===== config.mk =====
export PLATFORM = sky130hd
export DESIGN_NAME = col1_seq_driver_flat
export DESIGN_NICKNAME = d
export VERILOG_FILES = /design/src/rtl/col1_seq_driver_if.sv /design/src/rtl/col1_seq_driver.sv /design/src/flat_wrapper.sv
export SDC_FILE = /design/constraint.sdc
export NUM_CORES = 1
export LEC_CHECK = 0
export ABC_AREA = 0
export BUFFER_PORTS_ARGS = -buffer_cell sky130_fd_sc_hd__buf_2
export CAP_MARGIN = 25
export CORE_MARGIN = 10
export CORE_UTILIZATION = 40
export CTS_BUF_LIST = sky130_fd_sc_hd__clkbuf_16
export CTS_CLUSTER_DIAMETER = 150
export DETAILED_ROUTE_END_ITERATION = 6
export PLACE_DENSITY = 0.68
export SYNTH_ARGS = -nofsm -noshare
export SYNTH_HDL_FRONTEND = slang
export SYNTH_SLANG_ARGS = --single-unit

===== constraint.sdc =====
create_clock -name clk -period 1.9 [get_ports clk]
set_clock_uncertainty 0.05 [all_clocks]
set_input_delay 0.38 -clock clk [delete_from_list [all_inputs] [get_ports clk]]
set_output_delay 0.38 -clock clk [all_outputs]
set_load 0.01 [all_outputs]

===== src/rtl/col1_seq_driver_if.sv =====
// Handshake/bus bundle between the col1 sequence driver and its controller.
// COL1_SEQ_ERRLOG_EN adds the err_valid/err_step error-log signals.
interface col1_seq_driver_if;
    logic       start;
    logic [5:0] exp_l;
    logic       L_in;
    logic       D;
    logic       X;
    logic       A;
    logic [2:0] step;
    logic       busy;
    logic       done;
    logic [5:0] l_capt;
    logic       pass;
`ifdef COL1_SEQ_ERRLOG_EN
    logic       err_valid;
    logic [2:0] err_step;

    modport master (
        output start, exp_l, L_in,
        input  D, X, A, step, busy, done, l_capt, pass, err_valid, err_step
    );
    modport slave (
        input  start, exp_l, L_in,
        output D, X, A, step, busy, done, l_capt, pass, err_valid, err_step
    );
`else
    modport master (
        output start, exp_l, L_in,
        input  D, X, A, step, busy, done, l_capt, pass
    );
    modport slave (
        input  start, exp_l, L_in,
        output D, X, A, step, busy, done, l_capt, pass
    );
`endif
endinterface


===== src/rtl/col1_seq_driver.sv =====
// On-chip self-test sequencer: walks col1 D/X/A through a fixed 6-step Gray-like
// sequence and checks the returned L. Optional error log: COL1_SEQ_ERRLOG_EN.
module col1_seq_driver #(
    parameter int unsigned HOLD_CYCLES = 20
) (
    input  logic              clk,
    input  logic              rst,
    col1_seq_driver_if.slave  bus
);
    localparam int unsigned      CW       = $clog2(HOLD_CYCLES + 1);
    localparam logic [CW-1:0]    CNT_LAST = CW'(HOLD_CYCLES - 1);

    typedef enum logic [1:0] {
        IDLE = 2'd0,
        RUN  = 2'd1,
        FIN  = 2'd2
    } state_t;

    state_t        state_r;
    logic [CW-1:0] cnt_r;
    logic [2:0]    step_r;
    logic [2:0]    dxa_r;
    logic          busy_r;
    logic          done_r;
    logic          pass_r;
    logic [5:0]    l_capt_r;
    logic [5:0]    exp_lat_r;
    logic [5:0]    capt_next_s;

    // {D,X,A} drive pattern for each step of the walk
    function automatic logic [2:0] dxa_of(input logic [2:0] s);
        logic [2:0] v;
        case (s)
            3'd0:    v = 3'b000;
            3'd1:    v = 3'b001;
            3'd2:    v = 3'b011;
            3'd3:    v = 3'b111;
            3'd4:    v = 3'b101;
            3'd5:    v = 3'b100;
            default: v = 3'b000;
        endcase
        return v;
    endfunction

    // Unsampled capture bits are 0, so OR-ing the new sample in is exact
    assign capt_next_s = l_capt_r | (6'(bus.L_in) << step_r);

`ifdef COL1_SEQ_ERRLOG_EN
    logic       err_valid_r;
    logic [2:0] err_step_r;
    logic       miss_s;

    assign miss_s        = |((capt_next_s ^ exp_lat_r) & (6'b000001 << step_r));
    assign bus.err_valid = err_valid_r;
    assign bus.err_step  = err_step_r;

    // First-mismatch error log, cleared on reset and on an accepted start
    always_ff @(posedge clk) begin
        if (rst) begin
            err_valid_r <= 1'b0;
            err_step_r  <= 3'd0;
        end else if (state_r == IDLE && bus.start) begin
            err_valid_r <= 1'b0;
            err_step_r  <= 3'd0;
        end else if (state_r == RUN && cnt_r == CNT_LAST && miss_s && !err_valid_r) begin
            err_valid_r <= 1'b1;
            err_step_r  <= step_r;
        end
    end
`endif

    // Walk sequencer: IDLE -> RUN (6 steps) -> FIN (done pulse) -> IDLE
    always_ff @(posedge clk) begin
        if (rst) begin
            state_r   <= IDLE;
            cnt_r     <= '0;
            step_r    <= 3'd0;
            dxa_r     <= 3'b000;
            busy_r    <= 1'b0;
            done_r    <= 1'b0;
            pass_r    <= 1'b0;
            l_capt_r  <= 6'd0;
            exp_lat_r <= 6'd0;
        end else begin
            case (state_r)
                IDLE: begin
                    done_r <= 1'b0;
                    if (bus.start) begin
                        exp_lat_r <= bus.exp_l;
                        l_capt_r  <= 6'd0;
                        pass_r    <= 1'b0;
                        step_r    <= 3'd0;
                        cnt_r     <= '0;
                        dxa_r     <= dxa_of(3'd0);
                        busy_r    <= 1'b1;
                        state_r   <= RUN;
                    end
                end
                RUN: begin
                    if (cnt_r == CNT_LAST) begin
                        cnt_r    <= '0;
                        l_capt_r <= capt_next_s;
                        if (step_r == 3'd5) begin
                            // Done/pass are registered so they appear in FIN
                            state_r <= FIN;
                            done_r  <= 1'b1;
                            busy_r  <= 1'b0;
                            pass_r  <= (capt_next_s == exp_lat_r);
                            dxa_r   <= 3'b000;
                            step_r  <= 3'd0;
                        end else begin
                            step_r <= step_r + 3'd1;
                            dxa_r  <= dxa_of(step_r + 3'd1);
                        end
                    end else begin
                        cnt_r <= cnt_r + CW'(1);
                    end
                end
                FIN: begin
                    done_r  <= 1'b0;
                    state_r <= IDLE;
                end
                default: begin
                    state_r <= IDLE;
                    busy_r  <= 1'b0;
                    done_r  <= 1'b0;
                    dxa_r   <= 3'b000;
                    step_r  <= 3'd0;
                    cnt_r   <= '0;
                end
            endcase
        end
    end

    assign bus.D      = dxa_r[2];
    assign bus.X      = dxa_r[1];
    assign bus.A      = dxa_r[0];
    assign bus.step   = step_r;
    assign bus.busy   = busy_r;
    assign bus.done   = done_r;
    assign bus.l_capt = l_capt_r;
    assign bus.pass   = pass_r;
endmodule


===== src/flat_wrapper.sv =====
// flat-port wrapper written by rule: the top's interface ports become plain ports
module col1_seq_driver_flat 
#(
    parameter int unsigned HOLD_CYCLES = 20
)
  (clk, rst, bus_start, bus_exp_l, bus_L_in, bus_D, bus_X, bus_A, bus_step, bus_busy, bus_done, bus_l_capt, bus_pass);
  col1_seq_driver_if bus_i ();
  input  logic clk;
  input  logic rst;
  input wire logic [$bits(bus_i.start)-1:0] bus_start;
  input wire logic [$bits(bus_i.exp_l)-1:0] bus_exp_l;
  input wire logic [$bits(bus_i.L_in)-1:0] bus_L_in;
  output wire logic [$bits(bus_i.D)-1:0] bus_D;
  output wire logic [$bits(bus_i.X)-1:0] bus_X;
  output wire logic [$bits(bus_i.A)-1:0] bus_A;
  output wire logic [$bits(bus_i.step)-1:0] bus_step;
  output wire logic [$bits(bus_i.busy)-1:0] bus_busy;
  output wire logic [$bits(bus_i.done)-1:0] bus_done;
  output wire logic [$bits(bus_i.l_capt)-1:0] bus_l_capt;
  output wire logic [$bits(bus_i.pass)-1:0] bus_pass;
  assign bus_i.start = bus_start;
  assign bus_i.exp_l = bus_exp_l;
  assign bus_i.L_in = bus_L_in;
  assign bus_D = bus_i.D;
  assign bus_X = bus_i.X;
  assign bus_A = bus_i.A;
  assign bus_step = bus_i.step;
  assign bus_busy = bus_i.busy;
  assign bus_done = bus_i.done;
  assign bus_l_capt = bus_i.l_capt;
  assign bus_pass = bus_i.pass;
  col1_seq_driver #(.HOLD_CYCLES(HOLD_CYCLES)) u_core (.clk(clk), .rst(rst), .bus(bus_i));
endmodule

==> summary.md <==
| Metric | Value |
|---|---|
| Setup violators final | 0 |
| Final min period | 1.76 ns |
| Area of the core | 0.00310 sq mm |
| R2R cell count | 7 |
| Finished Layout Cells | 231 |
| Synth area leader | dfxtp_1 |
| Grt ovf | 0 |
| Clock Pin Slew Worst Setup and Hold Paths | 0.06 ns |
| Period utilisation layout | 0.927 |
| Worst path max stage delay | 0.40 ns |
| Die W | 77.5 um |
| Final Total Pwr | 0.00120 W |
| Setup tns final | 0 ns |
| Initial DRC count | 48 |
| Min-delay worst type | in2reg |
| Reg2reg end | u_core.bus.step[2] |
| Vias in the first global route | 1166 |
| Status | complete, no violations |
| Total CTS buffers | 3 |
| Layout cells sized above 1 | 0.187 |
| Die Area | 0.00601 sq mm |
| Yosys reg bits | 28 |
| Final ANT Viol Nets | 0 |
| Initial antenna violation count | 0 |
| CP Data Required Time | 2.00 ns |
| IO Count | 25 |
| Sequential power share | 0.515 |
| Peak supply drop | 0.450 mV |
| DR pass1 iterations | 4 |
| Top post-synthesis cells by area | dfxtp_1, a21oi_1, nor2_1, nand2_1, a22oi_1 |
| Yosys warnings | 0 |
| H-tree Lvls | 1 |
| Delay-heaviest family, CP | flip-flops |
| WHS Path Cells | 3 |
| P&R area growth vs syn | 18.6% |
| Fill cells | 321 |
| RSZ-0062 raised after global routing | no |
| Postcts setup bufs | 0 |
| Clock tree buffer depth | 2 |
| Final net count | 199 |
| Worst slew margin | 0.699 |
| Vias | 1211 |
| Post-synthesis sequential area ratio | 0.424 |
| Switch share | 0.225 |
| P_leak | 0.623 nW |
| Clk sinks | 28 |
| Ant diodes | 0 |
| Area taken by multi-input logic gates | 706 sq um |
| WHS Endpoint | u_core.exp_lat_r[4] |
| FF-to-FF Start | u_core.cnt_r[0] |
| Critical setup path kind | reg2reg |
| Max Cap Violations | 0 |
| Fin. max-slew vios | 0 |
| Dpl hpwl | 2480 um |
| Crit end category | flip-flop |
| Clk_lat worst skew | 0.26 ns |
| Min Hold Slack | 0.311 ns |
| Total GRT Usage | 0.108 |
| Crit start category | flip-flop |
| Initial core utilization | 0.426 |
| Hold Startpoint | bus_exp_l[4] |
| Synth Instances | 163 |
| Vias per cell | 5.24 |
| FP Rows | 20 |
| Crit-path max FO | 7 |
| Measured slew at the worst slew-check pin | 0.450 ns |
| Hold Vio Cnt, Final | 0 |
| Distinct cells, synth | 37 |
| WP buf/inv | 1 |
| TritonCTS clock tree | built |
| Routed WL per cell | 13.9 um |
| DRC | 0 |
| Psw | 0.000270 W |
| Placed cell areas | 0.00149 sq mm |
| CP arrival | 1.86 ns |
| Synth Cell Area | 0.00132 sq mm |
| Storage element area | 561 sq um |
| Clk pwr share | 0.391 |
| Max Fclk | 568 MHz |
| Clock root buffer | clkbuf_16 |
| P_int | 0.000928 W |
| Pwr/cell area | 764 mW/mm^2 |
| RePlAce Congestion | 0.871 |
| First-pass GRT wire length | 5470 um |
| I/O Buffers | 24 |
| Slowest CP cell | dfxtp_1 |
| # placed instances | 227 |
| Maximum number of pins on one net before global-route repair | 18 |
| Die Ht | 77.5 um |
| Comb pwr share | 0.094 |
| Top cell type's share of synthesized area | 0.424 |
| Avg Cell Area, Syn | 8.11 sq um |
| Synthesized Nets | 174 |
| DRT Wirelength | 3210 um |
| Critical path, cell by cell | ha_1, and4bb_2, o22ai_1, buf_4, a21o_1, a21oi_1, nor2_1 |
| Final Instance Area | 0.00157 sq mm |
| Worst R2R Setup Slack | 0.14 ns |
## tightest hold or removal path: stages
cell and delay (ns):
buf_2 0.10, nand2_1 0.05, a21oi_1 0.05
## layer usage
metal / up-vias / wire length [um] / track usage
li1: 630 / - / -
met1: 550 / 1640 / 0.135
met2: 27 / 1390 / 0.171
met3: 4 / 138 / 0.0276
met4: 0 / 45 / 0.0493
met5: - / 0 / 0
## layout make-up
type	instances	share of cell area
clock buffers	3	0.0478
multi-input cells	122	0.450
repair buffers	28	0.0957
clock inverters	1	0.00239
flip-flops and latches	28	0.357
inverters	5	0.0120
well taps	44	0.0351
## worst max-delay path by stage
| stage | startpoint | end | depth (start not counted) |
|---|---|---|---|
| after floorplan | u_core.cnt_r[0] | u_core.dxa_r[2] | 6 |
| after global placement | bus_L_in | u_core.bus.pass | 6 |
| after detailed placement | u_core.cnt_r[0] | u_core.bus.step[2] | 7 |
| after CTS | u_core.cnt_r[0] | u_core.bus.step[1] | 7 |
| after global routing | u_core.cnt_r[0] | u_core.bus.step[2] | 7 |
| final | u_core.cnt_r[0] | u_core.bus.step[2] | 7 |
## per-stage QoR
step	setup WS, ns	utilization
CTS	0.169	0.504
detailed placement	0.178	0.479
global placement	0.238	0.479
global route	0.0536	0.506
finish	0.139	0.506
floorplan	0.313	-
## cells by family after synthesis
| kind of cell | after synthesis | synth area share |
|---|---|---|
| compound gates | 46 | 0.224 |
| xor+xnor | 5 | 0.0331 |
| fa+ha+maj | 1 | 0.00946 |
| buf+inv | 13 | 0.0464 |
| flops | 28 | 0.424 |
| simple gates | 70 | 0.263 |
## flip-flops by register name, summed over array words and instances, names as in the netlist
| name | flops |
|---|---|
| u_core.exp_lat_r | 6 |
| u_core.state_r | 2 |
| u_core.bus.step | 3 |
| u_core.dxa_r | 3 |
| u_core.bus.busy | 1 |
| u_core.bus.pass | 1 |
| u_core.bus.done | 1 |
| u_core.bus.l_capt | 6 |
| u_core.cnt_r | 5 |
## timing repair
| action | CTS | global route |
|---|---|---|
| resized for setup | 0 | 1 |
| endpoints found under the setup margin | 0 | 1 |
| hold buffers | 0 | 0 |
## synth_stat cells
cell type and instances:
a22oi_1 6, o221a_1 1, and4bb_2 2, o211ai_1 1, a41oi_1 1, nand3_1 3, dfxtp_1 28, inv_1 5
clkbuf_1 5, a31oi_1 3, a21oi_1 21, nor2b_1 4, nand4b_1 2, o32ai_1 1, nor2_1 25, nand2b_1 4
xor2_1 5, and2_1 1, buf_2 1, a22o_1 1, o22ai_1 1, a221oi_2 1, a21o_1 1, o21ai_0 4
nor3_1 4, nand4_1 2, ha_1 1, nand2_1 18, or3b_1 1, a211oi_1 1, buf_6 1, buf_4 1
and4_1 1, a32oi_1 2, a311oi_1 1, nand3b_1 1, and2b_1 2
## cells in the final DEF (no fill, tap or decap), types with 3 or more instances in the layout
master     synthesis  routed
nand2_1           18      18
a31oi_1            3       3
xor2_1             5       5
a22oi_1            6       5
a21oi_1           21      21
nor3_1             4       4
inv_1              5       5
nand3_1            3       3
nand2b_1           4       4
o21ai_0            4       4
nor2b_1            4       4
buf_4              1       4
dfxtp_1           28      28
clkbuf_16          0       3
nor2_1            25      25
buf_2              1      24
## power groups by stage
stage | sequential, W | combinational, W | clock, W
2_1_floorplan | 0.000624 | 0.0000799 | 0
4_1_cts | 0.000616 | 0.000113 | 0.000485
5_1_grt | 0.000618 | 0.000128 | 0.000515
6_report | 0.000617 | 0.000113 | 0.000468
3_5_place_dp | 0.000630 | 0.000112 | 0
3_3_place_gp | 0.000629 | 0.000110 | 0
No activity file was read; power rests on OpenSTA's default activity.
